`src/rtl/led_seq_pkg.sv`:
```
// Shared types for the LED pattern sequencer: mode codes and bounce direction.
package led_seq_pkg;

   localparam int MODE_W = 3;

   // Codes 5..6 are not named; every unnamed code behaves like MODE_HOLD.
   typedef enum logic [MODE_W-1:0] {
      MODE_ROTL   = 3'd0,
      MODE_ROTR   = 3'd1,
      MODE_BOUNCE = 3'd2,
      MODE_FILL   = 3'd3,
      MODE_BLINK  = 3'd4,
      MODE_HOLD   = 3'd7
   } mode_e;

   typedef enum logic {
      DIR_LEFT  = 1'b0,
      DIR_RIGHT = 1'b1
   } dir_e;

endpackage

```
`src/rtl/led_prescaler.sv`:
```
// Step prescaler: counts up to the period register and fires a one-cycle tick.
module led_prescaler #(
   parameter int          DIV_W       = 32,
   parameter int unsigned DEFAULT_DIV = 5000000
) (
   input  logic             clk,
   input  logic             rst,
   input  logic             pause,
   input  logic             apply,
   input  logic [DIV_W-1:0] div_new,
   output logic             tick
);

   logic [DIV_W-1:0] count_r;
   logic [DIV_W-1:0] div_r;

   // Equality compare lets an all-ones period run without overflow.
   assign tick = !pause && (count_r == div_r);

   always_ff @(posedge clk or negedge rst) begin
      if (!rst) begin
         count_r <= '0;
         div_r   <= DIV_W'(DEFAULT_DIV);
      end else if (apply) begin
         count_r <= '0;
         div_r   <= div_new;
      end else if (tick) begin
         count_r <= '0;
      end else if (!pause) begin
         count_r <= count_r + DIV_W'(1);
      end
   end

endmodule

```
`src/rtl/led_seq.sv`:
```
// LED pattern sequencer: config handshake with step-boundary apply, animation datapath.
//   state          | meaning
//   dir_r  LEFT    | bounce moving toward the MSB
//   dir_r  RIGHT   | bounce moving toward bit 0
//   phase_r 0 / 1  | fill: filling / draining ; blink: pattern shown / dark
module led_seq
   import led_seq_pkg::*;
#(
   parameter int          WIDTH       = 16,
   parameter int          DIV_W       = 32,
   parameter int unsigned DEFAULT_DIV = 5000000
) (
   input  logic              clk,
   input  logic              rst,
   input  logic              pause,
   input  logic              cfg_valid,
   output logic              cfg_ready,
   input  logic [MODE_W-1:0] cfg_mode,
   input  logic [DIV_W-1:0]  cfg_div,
   input  logic [WIDTH-1:0]  cfg_pattern,
   output logic [WIDTH-1:0]  led,
   output logic              step,
   output logic [MODE_W-1:0] mode
);

   logic              tick;
   logic              accept;
   logic              apply;
   logic              pending;
   logic [MODE_W-1:0] pend_mode;
   logic [DIV_W-1:0]  pend_div;
   logic [WIDTH-1:0]  pend_pattern;

   logic [WIDTH-1:0]  led_r;
   logic [WIDTH-1:0]  led_nxt;
   logic [WIDTH-1:0]  pat_r;
   logic [MODE_W-1:0] mode_r;
   dir_e              dir_r;
   dir_e              dir_nxt;
   logic              phase_r;
   logic              phase_nxt;

   assign accept = cfg_valid && cfg_ready;
   // While paused no tick will come, so a pending config lands on the next cycle.
   assign apply  = pending && (tick || pause);

   led_prescaler #(
      .DIV_W       (DIV_W),
      .DEFAULT_DIV (DEFAULT_DIV)
   ) u_prescaler (
      .clk     (clk),
      .rst     (rst),
      .pause   (pause),
      .apply   (apply),
      .div_new (pend_div),
      .tick    (tick)
   );

   always_ff @(posedge clk or negedge rst) begin
      if (!rst) begin
         pending      <= 1'b0;
         cfg_ready    <= 1'b1;
         pend_mode    <= '0;
         pend_div     <= '0;
         pend_pattern <= '0;
      end else if (accept) begin
         pending      <= 1'b1;
         cfg_ready    <= 1'b0;
         pend_mode    <= cfg_mode;
         pend_div     <= cfg_div;
         pend_pattern <= cfg_pattern;
      end else if (apply) begin
         pending      <= 1'b0;
         cfg_ready    <= 1'b1;
      end
   end

   always_ff @(posedge clk or negedge rst) begin
      if (!rst) begin
         led_r   <= WIDTH'(1);
         pat_r   <= WIDTH'(1);
         mode_r  <= MODE_ROTL;
         dir_r   <= DIR_LEFT;
         phase_r <= 1'b0;
         step    <= 1'b0;
      end else begin
         step <= tick || apply;
         if (apply) begin
            led_r   <= pend_pattern;
            pat_r   <= pend_pattern;
            mode_r  <= pend_mode;
            dir_r   <= DIR_LEFT;
            phase_r <= 1'b0;
         end else if (tick) begin
            led_r   <= led_nxt;
            dir_r   <= dir_nxt;
            phase_r <= phase_nxt;
         end
      end
   end

   always_comb begin
      led_nxt   = led_r;
      dir_nxt   = dir_r;
      phase_nxt = phase_r;
      case (mode_r)
         MODE_ROTL: led_nxt = {led_r[WIDTH-2:0], led_r[WIDTH-1]};
         MODE_ROTR: led_nxt = {led_r[0], led_r[WIDTH-1:1]};
         MODE_BOUNCE: begin
            // An all-zero pattern shifts to itself and never flips, so it holds.
            if (dir_r == DIR_LEFT) begin
               if (led_r[WIDTH-1]) begin
                  dir_nxt = DIR_RIGHT;
                  led_nxt = led_r >> 1;
               end else begin
                  led_nxt = led_r << 1;
               end
            end else begin
               if (led_r[0]) begin
                  dir_nxt = DIR_LEFT;
                  led_nxt = led_r << 1;
               end else begin
                  led_nxt = led_r >> 1;
               end
            end
         end
         MODE_FILL: begin
            if (!phase_r) begin
               phase_nxt = (led_r == '1);
               led_nxt   = {led_r[WIDTH-2:0], (led_r != '1)};
            end else begin
               phase_nxt = (led_r != '0);
               led_nxt   = {led_r[WIDTH-2:0], (led_r == '0)};
            end
         end
         MODE_BLINK: begin
            phase_nxt = !phase_r;
            led_nxt   = phase_r ? pat_r : '0;
         end
         default: led_nxt = led_r;
      endcase
   end

   assign led  = led_r;
   assign mode = mode_r;

endmodule
```
`config.mk`:
```
export PLATFORM = sky130hd
export DESIGN_NAME = led_seq
export DESIGN_NICKNAME = d
export VERILOG_FILES = /design/src/rtl/led_seq_pkg.sv /design/src/rtl/led_prescaler.sv /design/src/rtl/led_seq.sv
export SDC_FILE = /design/constraint.sdc
export NUM_CORES = 1
export LEC_CHECK = 0
export ABC_AREA = 1
export BUFFER_PORTS_ARGS = -buffer_cell sky130_fd_sc_hd__buf_2
export CORE_MARGIN = 8
export CORE_UTILIZATION = 25
export CTS_BUF_LIST = sky130_fd_sc_hd__clkbuf_4 sky130_fd_sc_hd__clkbuf_8
export DETAILED_ROUTE_END_ITERATION = 8
export HOLD_SLACK_MARGIN = 0.02
export PLACE_DENSITY = 0.49
export SLEW_MARGIN = 20
export SYNTH_ARGS = -nofsm -noshare
export SYNTH_HDL_FRONTEND = slang
export SYNTH_SLANG_ARGS = --single-unit
```
`constraint.sdc`:
```
create_clock -name clk -period 5.1 [get_ports clk]
set_input_delay 0.765 -clock clk [delete_from_list [all_inputs] [get_ports clk]]
set_output_delay 0.765 -clock clk [all_outputs]
set_load 0.01 [all_outputs]
```
==> flow_summary.toml <==
[worst_setup_path]
cp_slowest_cell = "nand2_4"
max_stage_delay_ns = 0.71
crit_path_max_fanout = 69
crit_family = "simple AND/OR/NAND/NOR gates"
path_cells = "inv_1 -> nand2_1 -> nand2_1 -> nand2_1 -> nor2_1 -> nand2_1 -> nor2_1 -> nand2_1 -> nand2_4 -> nand2_4 -> nand3_2 -> nand3_1 -> nand2_1"
crit_type = "reg -> reg"
worstPathBufferInverterCount = 1
cp-end-kind = "flop"
critical_path_required_ns = 5.44
crit_arrival_ns = 3.37
rr_worst_depth = 13
path_depth = 13
start_kind = "flop"
cp_common_cell = "nand2_1"

[sta]
worst_pin_slew_ns = 1.04
layout_worst_path_cycle_share = 0.594
rsz0062_at_grt = "false"
hold_viol_final = 0
setup_tns_ns = 0
fin_crit_ns = 3.03
fmax_mhz = 330
finalMaxSlewViolations = 0
holdWs_ns = 0.282
slew_headroom = 0.305
finClkSkew_ns = 0.0115
setup_viol = 0

[clock_network]
cts_resized = 0
cts_sinks = 155
clk_latency_ns = 0.46
path_clk_slew_ns = 0.09
cts_buffers = 17
cts_max_level = 4
cts_hold_buf = 0
cts_tree = "built"
clockRootBuffer = "clkbuf_8"
cts_setup_buffers = 0
clk_path_buf_depth = 2

[pwr]
peakVddDrop_mv = 0.123
powerDensity_nw_per_um2 = 305
p_leak_nw = 4.55

[drt]
first_pass_iters = 5
drt_iter0_markers = 465
wl_um = 21100
via_count = 6271
final_antenna_net_count = 0
routedWlPerCell_um = 14.5
drc = 0
avgViaCountPerCell = 4.32

[finish]
drive_above_1_share = 0.149
fill_cells = 3349
nNetsFinal = 1100
syn2layout_area_growth_pct = 15.5
num_antenna_cells = 0

[floorplan]
num_io_pins = 76
die_h_um = 191
core_um2 = 30400
rows = 64
die_w_um = 191
dieArea_um2 = 36700
initial_core_util = 0.253

[grt]
grt_pass1_wl_um = 34500
grt_overflow = 0
antenna_found_initial = 1
grt_pass1_vias = 6353
grt.total_usage = 0.118
grt_max_degree = 70

[place]
post-dp-hpwl_um = 14200
globalplace.congestion = 0.794
io_buffers = 75

[synthesis]
syn_nets = 1038
synth.area.top_cells = "dfrtp_1 47%, nand2_1 21%, dfstp_2 3.8%"
synth.yosys.warnings = 0
synth_cells = 982
synth.top_cells.by_count = "433 x nand2_1, 144 x dfrtp_1, 66 x inv_1"
postSynthAreaPerCell_um2 = 7.84
netlist.top_cell.by_area = "dfrtp_1"
ys_types = 38
async_flop_share = 1.00
synth_top_area_frac = 0.468
synth-seq-area-share = 0.506
ys.flop_type = "dfrtp_1"
synth_area_um2 = 7700
synth_most_common_cell = "nand2_1"
synth_edf_count = 0
synth_seq_cells = 155

[job]
maxCapViolations = 0

[worst_hold_path]
hold_path_class = "in -> async"

[status]
status = "complete, no violations"
-- metal layers --
layer / vias up / GRT usage / routed length, um
met2: 115 / 0.175 / 8960
met1: 2899 / 0.169 / 10900
met5: - / 0 / 12
met3: 22 / 0.0261 / 817
li1: 3233 / - / -
met4: 2 / 0.0394 / 365
-- power by group --
| group | leakage [nW] | internal [mW] | switching, mW |
|---|---|---|---|
| registers | 2.03 | 1.27 | 0.0629 |
| logic | 2.29 | 0.0989 | 0.149 |
| clock network | 0.226 | 0.653 | 0.473 |
-- cell families (layout without fill, tap and decap cells) --
| kind of cell | count (synthesis) | in the layout | share of synthesized area |
|---|---|---|---|
| simple gates | 574 | 574 | 0.308 |
| compound gates | 101 | 101 | 0.0778 |
| flops | 155 | 155 | 0.506 |
| buf+inv | 113 | 188 | 0.0637 |
| xor+xnor | 38 | 38 | 0.0432 |
| fa+ha+maj | 1 | 1 | 0.00162 |
-- state kept, by name (all words and copies together) (netlist names) --
register             count
led                     16
cfg_ready                1
pending                  1
step                     1
phase_r                  1
pat_r                   16
pend_pattern            16
pend_div                32
u_prescaler.count_r     32
dir_r                    1
mode                     3
pend_mode                3
u_prescaler.div_r       32
-- per-stage QoR --
stage               std cells  power, mW  setup slack, ns  utilization  area, um^2
floorplan                 982       1.52             3.14            -        7700
global placement         1421       1.61             2.01        0.276        8410
detailed placement       1421       1.61             1.97        0.276        8410
CTS                      1453       2.76             2.02        0.292        8890
global route             1453       2.85             1.74        0.292        8890
finish                   1453       2.71             2.07        0.292        8890
-- path summary, 6_finish.rpt --
path                                                 to                  start  slack, ns
worst max register to register                  led[15]  u_prescaler.div_r[18]       2.07
max in group asynchronous       u_prescaler.count_r[26]                    rst       3.71
worst max-delay path                            led[15]  u_prescaler.div_r[18]       2.07
worst min register to register                 pat_r[0]               pat_r[0]       0.47
worst min-delay path                               step                    rst       0.28
min in group clk                               pat_r[0]               pat_r[0]       0.47
-- area by class of cell --
cell class	instances	area (um^2)	area share
Inverter	78	297	0.0334
Clock inverter	11	218	0.0245
Timing Repair Buffer	78	404	0.0455
Multi-Input combinational cell	714	3320	0.373
Tap cell	396	495	0.0557
Clock buffer	21	264	0.0297
Sequential cell	155	3890	0.438
-- layout by cell type (no fill, tap or decap), drive strengths merged --
cell,Yosys,routed
o311ai,1,1
nor2,51,51
nand3,60,60
a21oi,10,10
nand4,8,8
inv,78,77
xor2,15,15
dfstp,11,11
dfrtp,144,144
o22ai,16,16
o21ai,57,57
o21bai,1,1
o211ai,4,4
and3,1,1
clkinvlp,0,5
ha,1,1
nor4,2,2
clkbuf,15,21
buf,20,78
xnor2,23,23
clkinv,0,1
a22oi,11,11
nand2,440,440
bufinv,0,6
o31ai,1,1
nor3,12,12
(Power assumes the default switching activity.)
